$ cat src/rtl/lab7_pkg.sv
// Shared constants for the lab 7 switch-conditioning path.
package lab7_pkg;

  localparam int DEBOUNCE_CYCLES_DEFAULT = 500000;
  localparam int SIM_DEBOUNCE_CYCLES     = 4;

  // Bit positions of the expression inputs within the 4-bit switch bus
  localparam int SW_A = 3;
  localparam int SW_B = 2;
  localparam int SW_C = 1;
  localparam int SW_D = 0;

endpackage

$ cat src/rtl/switch_debounce4_bit.sv
// Single-bit conditioner: two-flop synchroniser, debounce counter, stable level
// and registered rise/fall pulses.
module debounce_bit
  import lab7_pkg::*;
#(
  parameter int DEBOUNCE_CYCLES = DEBOUNCE_CYCLES_DEFAULT
) (
  input  logic clk,
  input  logic rst,
  input  logic raw,
  output logic stable,
  output logic rise,
  output logic fall,
  output logic accept
);

  localparam int CNT_W = $clog2(DEBOUNCE_CYCLES);
  localparam logic [CNT_W-1:0] CNT_MAX = CNT_W'(DEBOUNCE_CYCLES - 1);

  logic             s1;
  logic             s2;
  logic [CNT_W-1:0] cnt;

  // Derived from registered state only, so the top can align its changed flop
  // with the rise/fall flops without any path from raw.
  assign accept = (s2 != stable) && (cnt == CNT_MAX);

  always_ff @(posedge clk) begin
    if (rst) begin
      s1     <= 1'b0;
      s2     <= 1'b0;
      cnt    <= '0;
      stable <= 1'b0;
      rise   <= 1'b0;
      fall   <= 1'b0;
    end else begin
      s1   <= raw;
      s2   <= s1;
      rise <= accept && s2;
      fall <= accept && !s2;
      if (accept) begin
        stable <= s2;
        cnt    <= '0;
      end else if (s2 != stable) begin
        cnt <= cnt + 1'b1;
      end else begin
        cnt <= '0;
      end
    end
  end

endmodule

$ cat src/rtl/switch_debounce4.sv
// Four independent debounced switch inputs with edge pulses and a combined
// change strobe.
module switch_debounce4
  import lab7_pkg::*;
#(
  parameter int DEBOUNCE_CYCLES = DEBOUNCE_CYCLES_DEFAULT
) (
  input  logic       clk,
  input  logic       rst,
  input  logic [3:0] sw_raw,
  output logic [3:0] sw_stable,
  output logic [3:0] sw_rise,
  output logic [3:0] sw_fall,
  output logic       changed
);

  logic [3:0] accept;

  for (genvar i = 0; i < 4; i++) begin : g_bit
    debounce_bit #(
      .DEBOUNCE_CYCLES(DEBOUNCE_CYCLES)
    ) u_bit (
      .clk    (clk),
      .rst    (rst),
      .raw    (sw_raw[i]),
      .stable (sw_stable[i]),
      .rise   (sw_rise[i]),
      .fall   (sw_fall[i]),
      .accept (accept[i])
    );
  end

  // Same edge as the per-bit pulse flops, so changed == |(sw_rise | sw_fall)
  always_ff @(posedge clk) begin
    if (rst) changed <= 1'b0;
    else     changed <= |accept;
  end

endmodule

$ cat config.mk
export PLATFORM = sky130hd
export DESIGN_NAME = switch_debounce4
export DESIGN_NICKNAME = d
export VERILOG_FILES = /design/src/rtl/lab7_pkg.sv /design/src/rtl/switch_debounce4_bit.sv /design/src/rtl/switch_debounce4.sv
export SDC_FILE = /design/constraint.sdc
export NUM_CORES = 1
export LEC_CHECK = 0
export BUFFER_PORTS_ARGS = -buffer_cell sky130_fd_sc_hd__buf_4
export CAP_MARGIN = 10
export CORE_MARGIN = 4
export CORE_UTILIZATION = 41
export CTS_CLUSTER_DIAMETER = 150
export CTS_CLUSTER_SIZE = 20
export DETAILED_ROUTE_END_ITERATION = 8
export SLEW_MARGIN = 20
export SYNTH_ARGS = -nofsm -noshare
export SYNTH_HDL_FRONTEND = slang
export SYNTH_SLANG_ARGS = --single-unit
$ cat constraint.sdc
create_clock -name clk -period 6.1 [get_ports clk]
set_input_delay 1.22 -clock clk [delete_from_list [all_inputs] [get_ports clk]]
set_output_delay 1.22 -clock clk [all_outputs]
set_load 0.005 [all_outputs]
==> results by group <==
Timing
  – Hold_ws: 444 ps
  – RSZ-0062 raised after global routing: false
  – Finish-stage setup viols: 0
  – Final hold violation count: 0
  – Fmax: 0.408 GHz
  – Max-slew headroom: 48.4%
  – Fin. max-slew vios: 0
  – Setup TNS: 0 ps
  – Slew @ Worst Pin: 775 ps
  – Minimum clock period: 2450 ps
  – Fin crit share: 40.2%
  – Clk_skew: 11.1 ps

Placement
  – Gpl congestion: 0.802
  – Placed cells: 596
  – Post-detail-place hpwl: 5430 µm
  – Port Buf Inserts: 18

Yosys
  – Top-count cell post-synth: dfxtp_1
  – Largest cells by area after synthesis: dfxtp_1 46%, xor2_1 6.4%, nor2_1 6.0%
  – Syn Nets: 477
  – Async S/R FF share, synth: 0%
  – Post-synth top area cell: dfxtp_1
  – Synth Area in Simple Gates: 30.3%
  – Synth Area in XOR/XNOR: 11.4%
  – Post-synth EDFFs: 0
  – Post-Synth Adder-Cell Area: 1.18%
  – Synth unique cells: 42
  – Synth Area in Compound Gates: 6.90%
  – Commonest cells in the netlist: 97 x dfxtp_1, 68 x nor2_1, 33 x nand3_1, 31 x xor2_1, 24 x xnor2_1
  – Synth warnings: 0
  – Area share of the largest cell type after synthesis: 46.0%
  – Seq/Total Area, Yosys: 46.0%
  – Mux cell area share after synthesis: 0%
  – Post-Syn Instances: 467
  – Mapped Avg Cell Area: 9.05 µm²
  – FF+latch count, synth: 97
  – Netlist Area Pre-Place: 4220 µm²
  – Ys flop type: dfxtp_1
  – Main combinational cell family by area after synthesis: simple AND/OR/NAND/NOR gates

CTS
  – TritonCTS clock tree: done
  – Clock sinks: 97
  – Cts bufs inserted: 9
  – CTS max path bufs: 2
  – Clock root cell: clkbuf_8
  – CTS Hold Bufs: 0
  – Worst-Skew Late Latency: 360 ps
  – Post CTS Setup Buffer Count: 0
  – Post-CTS Resized: 0
  – CTS clk-pin slew, worst paths: 90 ps
  – CTS H-tree lvls: 3

Global route
  – Vias in the first global route: 3009
  – Largest net degree at the start of global routing: 26
  – Gr usage total: 14.0%
  – Initial antenna violation count: 0
  – Global-route wire length before repair: 13700 µm
  – GRT overflow: 0

Drt
  – Total number of vias: 3238
  – Final WL: 7860 µm
  – Drt pass-1 iters: 4
  – Vias per Instance: 5.29
  – Routed length per instance: 12.8 µm
  – Residual DRC count: 0
  – Antenna-violating nets left: 0
  – Drt first-iter violations: 120

Die
  – Row count: 36
  – Die height: 110 µm
  – DIE AREA: 12000 µm²
  – Die width: 110 µm
  – Ports: 19
  – Core ar.: 9910 µm²
  – Starting Density: 42.6%

Power
  – Cell Pwr Density: 243 nW/µm²
  – Leakage: 0.00141 µW
  – Total design power: 1120 µW
  – Worst VDD drop: 0.111 mV

Cells and area
  – Synthesis-to-finish area growth: 9.27%
  – Post-Layout Cell Count: 612
  – Layout cell share with drive strength beyond 1: 9.60%
  – Antenna cell count: 0
  – Core Util, Final: 46.6%
  – Nets: 484

Setup path
  – Critical Path AT: 2710 ps
  – Slowest cell on crit path: o21ai_2
  – Delay-heaviest family, CP: simple AND/OR/NAND/NOR gates
  – CP Max Fanout: 19
  – Crit-path max cell delay: 650 ps
  – Critical setup path kind: flip-flop to flip-flop
  – CP Cell Sequence: or4bb_1 > or4_4 > o21ai_2 > o21ba_2
  – Worst Setup End Kind: flip-flop
  – Crit start category: flip-flop
  – Critical Path RT: 6360 ps
  – Buf+Inv Stages, Crit Path: 0

Run status
  – Status: finished clean

Run
  – Maxcap violations: 0

Min path
  – Worst hold path type: flip-flop to flip-flop
[final cells by class]
| type | count | area, µm² |
|---|---|---|
| sequential | 97 | 1940 |
| clock buffer | 10 | 128 |
| timing repair buffer | 19 | 143 |
| tap | 133 | 166 |
| fill | 978 | 5290 |
| inverter | 9 | 33.8 |
| clock inverter | 6 | 98.8 |
| multi-input combinational | 338 | 2100 |
[where the power goes]
group / switching, µW / internal [µW] / leakage, µW / total [µW]
sequential: 2.20 / 636 / 0.000783 / 638
combinational: 9.06 / 5.42 / 0.000515 / 14.5
clock: 230 / 238 / 0.000111 / 469
[through the flow]
step                setup slack, ps  cell area, µm²
floorplan                      4010            4220
global placement               3680            4390
detailed placement             3640            4390
CTS                            3640            4620
global route                   3420            4620
finish                         3650            4620
[final timing paths]
path	from	to	slack, ps	depth (start not counted)
worst max-delay path	g_bit[1].u_bit.cnt[13]	g_bit[1].u_bit.cnt[18]	3650	4
worst min-delay path	g_bit[1].u_bit.s1	g_bit[1].u_bit.s2	440	1
worst max register to register	g_bit[1].u_bit.cnt[13]	g_bit[1].u_bit.cnt[18]	3650	4
worst min register to register	g_bit[1].u_bit.s1	g_bit[1].u_bit.s2	440	1
[cells in the final DEF, fill, tap and decap left out, types with 2 or more instances in the layout]
master	count
dfxtp_1	97
nor2_1	68
nand3_1	33
xor2_1	31
xnor2_1	24
nand2_1	20
a21oi_1	20
nand4_1	19
buf_4	19
or4_1	13
or3_1	13
and4_1	11
o31ai_1	10
o21ai_0	10
nor2b_1	9
inv_1	9
nor3_1	9
clkbuf_8	9
nor4_1	8
and3_1	7
or4b_1	4
ha_1	4
nand2b_1	2
or4b_2	2
o21ai_2	2
and2_1	2
or4_4	2
nor4b_1	2
inv_8	2
bufinv_16	2
[state kept, by name (all words and copies together) (netlist names)]
signal,flops
g_bit.u_bit.rise,4
g_bit.u_bit.fall,4
g_bit.u_bit.cnt,76
changed,1
g_bit.u_bit.s1,4
g_bit.u_bit.s2,4
g_bit.u_bit.stable,4
[cell families after synthesis]
| group | count (synthesis) |
|---|---|
| adder cells (fa/ha/maj) | 4 |
| buffers and inverters | 32 |
| flip-flops | 97 |
| AND/OR/NAND/NOR | 232 |
| XOR/XNOR | 55 |
| AO/OA/AOI/OAI | 47 |
[metal layers]
layer	vias to the layer above	track usage [%]	routed length, µm
met1	1498	18.9	3940
met5	-	0	0
met2	56	21.8	3490
met3	10	4.11	337
li1	1674	-	-
met4	0	4.19	87
No activity file was read; power rests on OpenSTA's default activity.
